[src/rtl/branch_resolve_queue_if.sv]
// Signal bundle between fetch/predictor, the execute branch unit, ROB retire and the
// branch resolve queue. The master side drives requests and the slave side is the queue.
interface branch_resolve_queue_if #(
   parameter int BRQ_SZ = 8,
   parameter int ADDR_W = 32,
   parameter int HIST_W = 4
);
   localparam int IDX_W = $clog2(BRQ_SZ);

   logic              alloc_valid;
   logic [ADDR_W-1:0] alloc_pc;
   logic              alloc_pred_taken;
   logic [ADDR_W-1:0] alloc_pred_target;
   logic [HIST_W-1:0] alloc_hist;
   logic              alloc_ready;
   logic [IDX_W-1:0]  alloc_idx;
   logic              resolve_valid;
   logic [IDX_W-1:0]  resolve_idx;
   logic              resolve_taken;
   logic [ADDR_W-1:0] resolve_target;
   logic [ADDR_W-1:0] resolve_fallthru;
   logic              mispredict;
   logic [ADDR_W-1:0] mispredict_pc;
   logic [IDX_W-1:0]  mispredict_idx;
   logic              retire_valid;
   logic              upd_valid;
   logic [ADDR_W-1:0] upd_pc;
   logic              upd_taken;
   logic [HIST_W-1:0] upd_hist;
   logic [IDX_W:0]    count;

   modport master (
      output alloc_valid, alloc_pc, alloc_pred_taken, alloc_pred_target, alloc_hist,
             resolve_valid, resolve_idx, resolve_taken, resolve_target, resolve_fallthru,
             retire_valid,
      input  alloc_ready, alloc_idx, mispredict, mispredict_pc, mispredict_idx,
             upd_valid, upd_pc, upd_taken, upd_hist, count
   );

   modport slave (
      input  alloc_valid, alloc_pc, alloc_pred_taken, alloc_pred_target, alloc_hist,
             resolve_valid, resolve_idx, resolve_taken, resolve_target, resolve_fallthru,
             retire_valid,
      output alloc_ready, alloc_idx, mispredict, mispredict_pc, mispredict_idx,
             upd_valid, upd_pc, upd_taken, upd_hist, count
   );
endinterface

[src/rtl/branch_resolve_queue.sv]
// In-flight branch tracker: allocates at fetch, checks predictions at execute (redirect +
// squash of younger entries), and emits predictor training updates at in-order retirement.
module branch_resolve_queue #(
   parameter int BRQ_SZ = 8,
   parameter int ADDR_W = 32,
   parameter int HIST_W = 4
) (
   input logic                   i_clock,
   input logic                   i_reset,
   branch_resolve_queue_if.slave bus
);
   localparam int IDX_W = $clog2(BRQ_SZ);
   localparam int PTR_W = IDX_W + 1;

   logic [PTR_W-1:0]              r_head, r_tail;
   logic [BRQ_SZ-1:0]             r_valid, r_resolved, r_pred_taken, r_act_taken;
   logic [BRQ_SZ-1:0][ADDR_W-1:0] r_pc, r_pred_tgt;
   logic [BRQ_SZ-1:0][HIST_W-1:0] r_hist;
   logic                          r_mis, r_upd_valid, r_upd_taken;
   logic [ADDR_W-1:0]             r_mis_pc, r_upd_pc;
   logic [IDX_W-1:0]              r_mis_idx;
   logic [HIST_W-1:0]             r_upd_hist;

   logic [IDX_W-1:0]  w_head_idx, w_tail_idx, w_res_idx, w_res_off;
   logic [PTR_W-1:0]  w_count, w_sq_tail;
   logic              w_full, w_res_ok, w_mis, w_alloc, w_ret_ok;
   logic [BRQ_SZ-1:0] w_young;

   assign w_head_idx = r_head[IDX_W-1:0];
   assign w_tail_idx = r_tail[IDX_W-1:0];
   assign w_res_idx  = bus.resolve_idx;
   assign w_count    = r_tail - r_head;
   assign w_full     = (w_head_idx == w_tail_idx) && (r_head[IDX_W] != r_tail[IDX_W]);

   assign w_res_ok = bus.resolve_valid && r_valid[w_res_idx] && !r_resolved[w_res_idx];
   assign w_mis    = w_res_ok && ((bus.resolve_taken != r_pred_taken[w_res_idx]) ||
                     (bus.resolve_taken && (bus.resolve_target != r_pred_tgt[w_res_idx])));
   // Wrong-path allocs arriving with a mispredict are dropped
   assign w_alloc  = bus.alloc_valid && !w_full && !w_mis;
   assign w_ret_ok = bus.retire_valid && r_valid[w_head_idx] && r_resolved[w_head_idx];

   // Distance from head gives age; the new tail keeps the correct wrap bit relative to head
   assign w_res_off = w_res_idx - w_head_idx;
   assign w_sq_tail = r_head + PTR_W'(w_res_off) + PTR_W'(1);

   always_comb begin
      w_young = '0;
      for (int i = 0; i < BRQ_SZ; i++)
         w_young[i] = w_mis && (IDX_W'(IDX_W'(i) - w_head_idx) > w_res_off);
   end

   always_ff @(posedge i_clock) begin
      if (i_reset) begin
         r_head      <= '0;
         r_tail      <= '0;
         r_valid     <= '0;
         r_resolved  <= '0;
         r_mis       <= 1'b0;
         r_mis_pc    <= '0;
         r_mis_idx   <= '0;
         r_upd_valid <= 1'b0;
         r_upd_pc    <= '0;
         r_upd_taken <= 1'b0;
         r_upd_hist  <= '0;
      end else begin
         if (w_ret_ok) r_head <= r_head + PTR_W'(1);
         if (w_mis)        r_tail <= w_sq_tail;
         else if (w_alloc) r_tail <= r_tail + PTR_W'(1);
         for (int i = 0; i < BRQ_SZ; i++) begin
            if (w_res_ok && (w_res_idx == IDX_W'(i))) r_resolved[i] <= 1'b1;
            if (w_alloc && (w_tail_idx == IDX_W'(i))) begin
               r_valid[i]    <= 1'b1;
               r_resolved[i] <= 1'b0;
            end else if (w_young[i] || (w_ret_ok && (w_head_idx == IDX_W'(i)))) begin
               r_valid[i] <= 1'b0;
            end
         end
         r_mis <= w_mis;
         if (w_mis) begin
            r_mis_idx <= w_res_idx;
            r_mis_pc  <= bus.resolve_taken ? bus.resolve_target : bus.resolve_fallthru;
         end
         r_upd_valid <= w_ret_ok;
         if (w_ret_ok) begin
            r_upd_pc    <= r_pc[w_head_idx];
            r_upd_taken <= r_act_taken[w_head_idx];
            r_upd_hist  <= r_hist[w_head_idx];
         end
      end
   end

   // Payload storage needs no reset: valid bits gate every use
   always_ff @(posedge i_clock) begin
      if (w_alloc) begin
         r_pc[w_tail_idx]         <= bus.alloc_pc;
         r_pred_taken[w_tail_idx] <= bus.alloc_pred_taken;
         r_pred_tgt[w_tail_idx]   <= bus.alloc_pred_target;
         r_hist[w_tail_idx]       <= bus.alloc_hist;
      end
      if (w_res_ok) r_act_taken[w_res_idx] <= bus.resolve_taken;
   end

   assign bus.alloc_ready    = !w_full;
   assign bus.alloc_idx      = w_tail_idx;
   assign bus.count          = w_count;
   assign bus.mispredict     = r_mis;
   assign bus.mispredict_pc  = r_mis_pc;
   assign bus.mispredict_idx = r_mis_idx;
   assign bus.upd_valid      = r_upd_valid;
   assign bus.upd_pc         = r_upd_pc;
   assign bus.upd_taken      = r_upd_taken;
   assign bus.upd_hist       = r_upd_hist;
endmodule

[src/flat_wrapper.sv]
// flat-port wrapper written by rule: the top's interface ports become plain ports
module branch_resolve_queue_flat 
#(
   parameter int BRQ_SZ = 8,
   parameter int ADDR_W = 32,
   parameter int HIST_W = 4
)
  (i_clock, i_reset, bus_alloc_valid, bus_alloc_pc, bus_alloc_pred_taken, bus_alloc_pred_target, bus_alloc_hist, bus_resolve_valid, bus_resolve_idx, bus_resolve_taken, bus_resolve_target, bus_resolve_fallthru, bus_retire_valid, bus_alloc_ready, bus_alloc_idx, bus_mispredict, bus_mispredict_pc, bus_mispredict_idx, bus_upd_valid, bus_upd_pc, bus_upd_taken, bus_upd_hist, bus_count);
  branch_resolve_queue_if #(.BRQ_SZ(BRQ_SZ), .ADDR_W(ADDR_W), .HIST_W(HIST_W)) bus_i ();
  input logic i_clock;
  input logic i_reset;
  input wire logic [$bits(bus_i.alloc_valid)-1:0] bus_alloc_valid;
  input wire logic [$bits(bus_i.alloc_pc)-1:0] bus_alloc_pc;
  input wire logic [$bits(bus_i.alloc_pred_taken)-1:0] bus_alloc_pred_taken;
  input wire logic [$bits(bus_i.alloc_pred_target)-1:0] bus_alloc_pred_target;
  input wire logic [$bits(bus_i.alloc_hist)-1:0] bus_alloc_hist;
  input wire logic [$bits(bus_i.resolve_valid)-1:0] bus_resolve_valid;
  input wire logic [$bits(bus_i.resolve_idx)-1:0] bus_resolve_idx;
  input wire logic [$bits(bus_i.resolve_taken)-1:0] bus_resolve_taken;
  input wire logic [$bits(bus_i.resolve_target)-1:0] bus_resolve_target;
  input wire logic [$bits(bus_i.resolve_fallthru)-1:0] bus_resolve_fallthru;
  input wire logic [$bits(bus_i.retire_valid)-1:0] bus_retire_valid;
  output wire logic [$bits(bus_i.alloc_ready)-1:0] bus_alloc_ready;
  output wire logic [$bits(bus_i.alloc_idx)-1:0] bus_alloc_idx;
  output wire logic [$bits(bus_i.mispredict)-1:0] bus_mispredict;
  output wire logic [$bits(bus_i.mispredict_pc)-1:0] bus_mispredict_pc;
  output wire logic [$bits(bus_i.mispredict_idx)-1:0] bus_mispredict_idx;
  output wire logic [$bits(bus_i.upd_valid)-1:0] bus_upd_valid;
  output wire logic [$bits(bus_i.upd_pc)-1:0] bus_upd_pc;
  output wire logic [$bits(bus_i.upd_taken)-1:0] bus_upd_taken;
  output wire logic [$bits(bus_i.upd_hist)-1:0] bus_upd_hist;
  output wire logic [$bits(bus_i.count)-1:0] bus_count;
  assign bus_i.alloc_valid = bus_alloc_valid;
  assign bus_i.alloc_pc = bus_alloc_pc;
  assign bus_i.alloc_pred_taken = bus_alloc_pred_taken;
  assign bus_i.alloc_pred_target = bus_alloc_pred_target;
  assign bus_i.alloc_hist = bus_alloc_hist;
  assign bus_i.resolve_valid = bus_resolve_valid;
  assign bus_i.resolve_idx = bus_resolve_idx;
  assign bus_i.resolve_taken = bus_resolve_taken;
  assign bus_i.resolve_target = bus_resolve_target;
  assign bus_i.resolve_fallthru = bus_resolve_fallthru;
  assign bus_i.retire_valid = bus_retire_valid;
  assign bus_alloc_ready = bus_i.alloc_ready;
  assign bus_alloc_idx = bus_i.alloc_idx;
  assign bus_mispredict = bus_i.mispredict;
  assign bus_mispredict_pc = bus_i.mispredict_pc;
  assign bus_mispredict_idx = bus_i.mispredict_idx;
  assign bus_upd_valid = bus_i.upd_valid;
  assign bus_upd_pc = bus_i.upd_pc;
  assign bus_upd_taken = bus_i.upd_taken;
  assign bus_upd_hist = bus_i.upd_hist;
  assign bus_count = bus_i.count;
  branch_resolve_queue #(.BRQ_SZ(BRQ_SZ), .ADDR_W(ADDR_W), .HIST_W(HIST_W)) u_core (.i_clock(i_clock), .i_reset(i_reset), .bus(bus_i));
endmodule
[config.mk]
export PLATFORM = sky130hd
export DESIGN_NAME = branch_resolve_queue_flat
export DESIGN_NICKNAME = d
export VERILOG_FILES = /design/src/rtl/branch_resolve_queue_if.sv /design/src/rtl/branch_resolve_queue.sv /design/src/flat_wrapper.sv
export SDC_FILE = /design/constraint.sdc
export NUM_CORES = 1
export LEC_CHECK = 0
export ABC_AREA = 1
export ABC_CLOCK_PERIOD_IN_PS = 13800
export CAP_MARGIN = 20
export CORE_UTILIZATION = 55
export CTS_BUF_LIST = sky130_fd_sc_hd__clkbuf_16
export CTS_CLUSTER_DIAMETER = 120
export DETAILED_ROUTE_END_ITERATION = 8
export GPL_ROUTABILITY_DRIVEN = 0
export HOLD_SLACK_MARGIN = 0.08
export PLACE_DENSITY = 0.76
export REMOVE_ABC_BUFFERS = 1
export SLEW_MARGIN = 40
export SYNTH_ARGS = -nofsm -noshare
export SYNTH_HDL_FRONTEND = slang
export SYNTH_SLANG_ARGS = --single-unit
[constraint.sdc]
create_clock -name i_clock -period 13.8 [get_ports i_clock]
set_clock_uncertainty 0.2 [all_clocks]
set_input_delay 2.76 -clock i_clock [delete_from_list [all_inputs] [get_ports i_clock]]
set_output_delay 2.76 -clock i_clock [all_outputs]
set_load 0.05 [all_outputs]
# Yosys cells after proc, flatten, opt, wreduce, memory -nomap -nowiden
# Cells that the tools add are included.
# op_classes
muxes,50
multipliers,0
n_eq_ne,25
add_sub_neg,14
n_div,0
n_lt_le_gt_ge,13
reduce_logical,75
shifts,0
bitwise_logic,0
# ops
operator,n
bitwise mux 256 bit,2
binary-select mux 32 bit (select 3 bit),2
2-to-1 mux 32 bit,4
demux 32 bit (select 3 bit),1
logical AND 1 bit,43
equality test 3 bit (second input constant),12
bitwise mux 32 bit,1
inequality test 32 bit,1
> comparator 3 bit,8
2-to-1 mux 1 bit,24
binary-select mux 1 bit (select 3 bit),6
equality test 3 x 2 -> 1 bit (second input constant),6
nonzero test 2 bit,9
bitwise mux 8 bit,2
2-to-1 mux 4 bit,4
OR reduction 2 bit,8
adder 4 x 1 -> 4 bit (second input constant),3
binary-select mux 4 bit (select 3 bit),1
demux 4 bit (select 3 bit),1
< comparator 3 x 4 -> 1 bit (second input constant),3
subtractor 3 bit (first input constant),4
equality test 3 x 1 -> 1 bit (second input constant),3
logical NOT 3 bit,3
logical OR 1 bit,9
other kinds (10),17
# totals
mem_count,0
ram_bits,0
rom_bits,0
ff_bits,658
word_cells,228
latchBits,0
inputBits,142
output_inout_bits,82

# Depth between registers and ports, before layout
# depth
ltp_word,10
ltp_mapped,22
depth_no_buf,19

# Worst setup path before layout
# No wires, ideal clock.
# synth_timing
path_kind,input port to flip-flop
from,input bus_resolve_idx[0]
to,register u_core.r_hist[24] (netlist bit) (enable)
t_required_ns,13.019
setup_time_ns,0.581
slack_ns,3.936
path_stages,19
arrival_ns,9.083
path_cell_list,buf_6 inv_4 buf_6 buf_6 nand2_1 nand2_1 nand2_1 nand4_1 nand2_1 nor2_1 nand3_1 nor2_1 nand2_1 nor2_1 nand3_1 nand2_2 buf_6 nand3_1 nor3_1
# synth_between
elab_chain_cells,8
elab_cells_between_ends,18
cone_classes,2 x eq/ne; 8 x mux; 8 x reduce/logical
# synth_rtl
element,line_no,source
start: declaration,flat_wrapper.sv:18,input wire logic [$bits(bus_i.resolve_idx)-1:0] bus_resolve_idx;
binary-select mux 32 bit (select 3 bit),branch_resolve_queue.sv:37,(bus.resolve_taken && (bus.resolve_target != r_pred_tgt[w_res_idx])));
2-to-1 mux 32 bit (implied by the code),branch_resolve_queue.sv:37,
inequality test 32 bit,branch_resolve_queue.sv:37,
logical AND 1 bit,branch_resolve_queue.sv:37,
logical OR 1 bit,branch_resolve_queue.sv:36,assign w_mis = w_res_ok && ((bus.resolve_taken != r_pred_taken[w_res_idx]) ||
logical AND 1 bit (*),branch_resolve_queue.sv:36,
logical NOT 1 bit (*),branch_resolve_queue.sv:39,assign w_alloc = bus.alloc_valid && !w_full && !w_mis;
logical AND 1 bit (*),branch_resolve_queue.sv:39,
end signal: indexed assignment,branch_resolve_queue.sv:98,r_hist[w_tail_idx] <= bus.alloc_hist;
end: declaration,branch_resolve_queue.sv:18,logic [BRQ_SZ-1:0][HIST_W-1:0] r_hist;
# Mark *: on every way between the ends. The rest lies on a longest branch, timed or not. The select of a mux whose other input is x is not followed.
# A chain may end at the register's enable or synchronous reset.

# Final worst setup path
# layout_timing
from,input bus_resolve_idx[0]
to,register u_core.r_pred_tgt[7] (netlist bit) (enable)
# layout_between
elab_chain_cells,8
elab_cells_between_ends,18
cone_classes,2 x eq/ne; 8 x mux; 8 x reduce/logical
# layout_rtl
element,line_no,source
binary-select mux 32 bit (select 3 bit),branch_resolve_queue.sv:37,
2-to-1 mux 32 bit (implied by the code),branch_resolve_queue.sv:37,
inequality test 32 bit,branch_resolve_queue.sv:37,
logical AND 1 bit,branch_resolve_queue.sv:37,
logical OR 1 bit,branch_resolve_queue.sv:36,
logical AND 1 bit (*),branch_resolve_queue.sv:36,
logical NOT 1 bit (*),branch_resolve_queue.sv:39,
logical AND 1 bit (*),branch_resolve_queue.sv:39,
end signal: indexed assignment,branch_resolve_queue.sv:97,r_pred_tgt[w_tail_idx] <= bus.alloc_pred_target;
end: declaration,branch_resolve_queue.sv:17,"logic [BRQ_SZ-1:0][ADDR_W-1:0] r_pc, r_pred_tgt;"
# Marks and branches as above.

==> flow_metrics.env <==
export IMPL_cts_tree="done"
export IMPL_drcViolationCount=0
export IMPL_cp_endpoint="u_core.r_pred_tgt[7]$_DFFE_PP_"
export IMPL_seqPwrFrac_pct=49.0
export IMPL_synth_edf_count=560
export IMPL_fin_crit_sh_pct=61.75
export IMPL_setup_violations=0
export IMPL_leakagePower_nw=11.84
export IMPL_cts_root_buf="clkbuf_16"
export IMPL_dp_hpwl_um=40410
export IMPL_grt_max_degree=93
export IMPL_netSwitchingPower_w=0.001201
export IMPL_clock_path_buffers=3
export IMPL_nets=2813
export IMPL_crit_path_max_fanout=79
export IMPL_post_cts_resized=0
export IMPL_synthesis_instances=2454
export IMPL_grt_pass1_wl_um=107900
export IMPL_hold_depth=2
export IMPL_cp_depth=17
export IMPL_crit_type="in -> reg"
export IMPL_htreeDepth=3
export IMPL_fin_crit_ns=8.521
export IMPL_p_int_w=0.003427
export IMPL_yosys_cell_types_count=39
export IMPL_postCtsSetupRepairBufs=0
export IMPL_fill_cells=3654
export IMPL_clkPwrFrac_pct=37.5
export IMPL_worst_slew_pin_slew_ns=0.8635
export IMPL_synth_common_cells="675 x nand2_1, 560 x edfxtp_1, 247 x o21ai_0"
export IMPL_timing_critical_path_mode_cell="nand2_1"
export IMPL_pwr_share_comb_pct=13.4
export IMPL_viasPerCell=5.864
export IMPL_vias=19657
export IMPL_required_ns=13.82
export IMPL_port_buffer_count=223
export IMPL_p_per_area_nw_per_um2=144.7
export IMPL_wl_um=70530
export IMPL_r2r_slack_ns=9.04
export IMPL_start_kind="input pin"
export IMPL_critical_path_top_delay_family="simple AND/OR/NAND/NOR gates"
export IMPL_cp_slowest_cell="nor2_4"
export IMPL_synth_most_common_cell="nand2_1"
export IMPL_hold_buffers=0
export IMPL_min_delay_path_class="reg -> reg"
export IMPL_synthArstFlopShare_pct=0
export IMPL_r2r_end="u_core.r_pred_tgt[7]$_DFFE_PP_"
export IMPL_seqCellArea_um2=18790
export IMPL_synthTopCellsByArea="edfxtp_1 62%, nand2_1 9.3%, dfxtp_1 7.2%"
export IMPL_pin_count=224
export IMPL_slowest_delay_ns=0.74
export IMPL_fp_dieArea_um2=50240
export IMPL_multi_input_area_um2=7386
export IMPL_maxSlewViolCount=0
export IMPL_wl_per_cell_um=21.04
export IMPL_ys_seq_area_share_pct=69.19
export IMPL_clk_pin_slew_worst_paths_ns=0.06
export IMPL_ir_drop_mv=0.1142
export IMPL_syn_area_um2=27140
export IMPL_start_util_pct=55.56
export IMPL_path_cells="buf_4 > buf_4 > inv_6 > nor2_8 > nand2_1 > nand4_1 > nand3_1 > nand2_1 > nand2_1 > nor2_1 > nand2_1 > nor2_1 > nand3_1 > nand2_2 > nand3_1 > nor2_4 > buf_6"
export IMPL_cts_sinks=658
export IMPL_rows=81
export IMPL_setup_tns_ns=0
export IMPL_firstDrtPassIters=8
export IMPL_yosysTopAreaCellShare_pct=61.96
export IMPL_hold_violations=0
export IMPL_grt_pass1_vias=19389
export IMPL_ys_ff_latch=658
export IMPL_grt_overflow=0
export IMPL_end_kind="flip-flop"
export IMPL_p_sw_share_pct=25.95
export IMPL_cp_arrival_ns=8.54
export IMPL_grt_use_total_pct=28.26
export IMPL_cp_buffers_inverters=4
export IMPL_die_x_um=224.1
export IMPL_cts_buffers=68
export IMPL_drv_cap=0
export IMPL_status="finished, final reports clean"
export IMPL_grt_antenna_before_repair=11
export IMPL_hold_worst_slack_ns=0.2643
export IMPL_r2r_cells=16
export IMPL_ant_nets=0
export IMPL_synth_warnings=0
export IMPL_area_growth_syn_to_layout_pct=17.86
export IMPL_reg2reg_from="u_core.r_pred_tgt[240]$_DFFE_PP_"
export IMPL_core_area_um2=48850
export IMPL_crit_start="bus_resolve_idx[0]"
export IMPL_drt_iter0_markers=2294
export IMPL_fmax_ghz=0.1174
export IMPL_avgSynthCellArea_um2=11.06
export IMPL_drive_gt1_share_pct=5.587
export IMPL_ys_flop_type="edfxtp_1"
export IMPL_synth_area_leader_cell="edfxtp_1"
export IMPL_fp_dieH_um=224.1
export IMPL_max_slew_margin_pct=42.08
export IMPL_rsz0062_at_grt="false"
export IMPL_clk_latency_ns=0.60
==> power by group through the flow <==
stage	registers [W]	clock network, W	logic [W]
finish	0.00227	0.00174	0.000622
global route	0.00227	0.00183	0.000677
CTS	0.00227	0.00175	0.000618
detailed placement	0.00231	0	0.000612
global placement	0.00231	0	0.000592
floorplan	0.00238	0	0.000280
==> worst min-delay path: cells and delay by family (launching register included) <==
| kind | cells | cell delay (ns) |
|---|---|---|
| AO/OA/AOI/OAI | 1 | 0.05 |
| flip-flops | 1 | 0.31 |
| AND/OR/NAND/NOR | 1 | 0.06 |
==> per-stage QoR <==
stage | cell area (um^2) | setup slack [ns] | power, W | util [%] | instances
floorplan | 26480 | 3.296 | 0.002664 | - | 2314
global placement | 29770 | 4.469 | 0.002900 | 60.94 | 3225
detailed placement | 29850 | 4.837 | 0.002922 | 61.11 | 3226
CTS | 31970 | 5.437 | 0.004640 | 65.44 | 3349
global route | 31990 | 4.955 | 0.004780 | 65.49 | 3352
finish | 31990 | 5.279 | 0.004628 | 65.49 | 3352
==> layout make-up <==
cell class / count / share of cell area (%)
multi-input cells: 1556 / 23.09
clock buffers: 70 / 5.476
inverters: 100 / 1.213
repair buffers: 248 / 7.725
diodes: 3 / 0.02347
clock inverters: 53 / 1.150
well taps: 664 / 2.597
flip-flops and latches: 658 / 58.73
==> state kept, by name (all words and copies together) (netlist names) <==
signal                     count
u_core.r_pred_tgt            256
u_core.r_hist                 32
u_core.r_act_taken             8
u_core.r_pc                  256
u_core.bus.upd_pc             32
u_core.bus.mispredict          1
u_core.bus.upd_valid           1
u_core.bus.upd_hist            4
u_core.r_valid                 8
u_core.r_tail                  4
u_core.r_head                  4
u_core.r_pred_taken            8
u_core.r_resolved              8
u_core.bus.upd_taken           1
u_core.bus.mispredict_idx      3
u_core.bus.mispredict_pc      32
==> logic make-up (layout without fill, tap and decap cells) <==
| kind of cell | after synthesis | in the layout | synth area share [%] |
|---|---|---|---|
| AO/OA/AOI/OAI | 469 | 469 | 9.404 |
| buffers and inverters | 240 | 471 | 3.845 |
| flip-flops | 658 | 658 | 69.19 |
| adder cells (fa/ha/maj) | 39 | 39 | 1.881 |
| XOR/XNOR | 9 | 9 | 0.2904 |
| other | 0 | 3 | 0 |
| AND/OR/NAND/NOR | 1039 | 1039 | 15.39 |
==> layout by cell type, fill, tap and decap left out, types with 2 or more instances in the layout <==
cell type,count
clkbuf_16,70
bufinv_16,4
buf_6,11
o21bai_1,7
nand3b_1,3
nand3_1,97
dfxtp_4,2
o21ai_1,7
ha_1,36
clkdlybuf4s50_1,219
buf_4,13
nor2_1,206
o211ai_1,3
a21oi_1,81
a22oi_1,11
inv_2,4
xnor2_1,4
o32ai_1,2
dfxtp_1,95
nand2_2,3
buf_2,3
fa_1,3
diode_2,3
o22ai_1,71
o21ai_0,247
clkinv_1,11
nor2_4,8
xor2_1,5
nand2_1,675
inv_1,111
edfxtp_1,560
clkinvlp_4,2
inv_4,2
a31oi_1,37
inv_6,4
clkinv_2,14
or2_2,2
nand4_1,39
==> worst min-delay path by stage <==
stage | start | end | slack (ns)
2_1_floorplan | u_core.r_resolved[3]$_SDFFE_PP0P_ | u_core.r_resolved[3]$_SDFFE_PP0P_ | 0.29
3_3_place_gp | u_core.bus.mispredict_pc[18]$_SDFFE_PP0P_ | u_core.bus.mispredict_pc[18]$_SDFFE_PP0P_ | 0.25
3_5_place_dp | u_core.bus.mispredict_pc[3]$_SDFFE_PP0P_ | u_core.bus.mispredict_pc[3]$_SDFFE_PP0P_ | 0.25
4_1_cts | u_core.bus.mispredict_pc[3]$_SDFFE_PP0P_ | u_core.bus.mispredict_pc[3]$_SDFFE_PP0P_ | 0.26
5_1_grt | u_core.bus.mispredict_pc[3]$_SDFFE_PP0P_ | u_core.bus.mispredict_pc[3]$_SDFFE_PP0P_ | 0.28
6_report | u_core.bus.mispredict_pc[3]$_SDFFE_PP0P_ | u_core.bus.mispredict_pc[3]$_SDFFE_PP0P_ | 0.26
==> per-layer routing <==
layer  up-vias  GRT usage, %  share of wire, %
met3       201         6.335               9.0
met4        16         12.51               3.7
li1       8945             -                 -
met5         -             0              0.15
met1      9482         36.13                39
met2      1013         46.32                48
No activity file was read; power rests on OpenSTA's default activity.
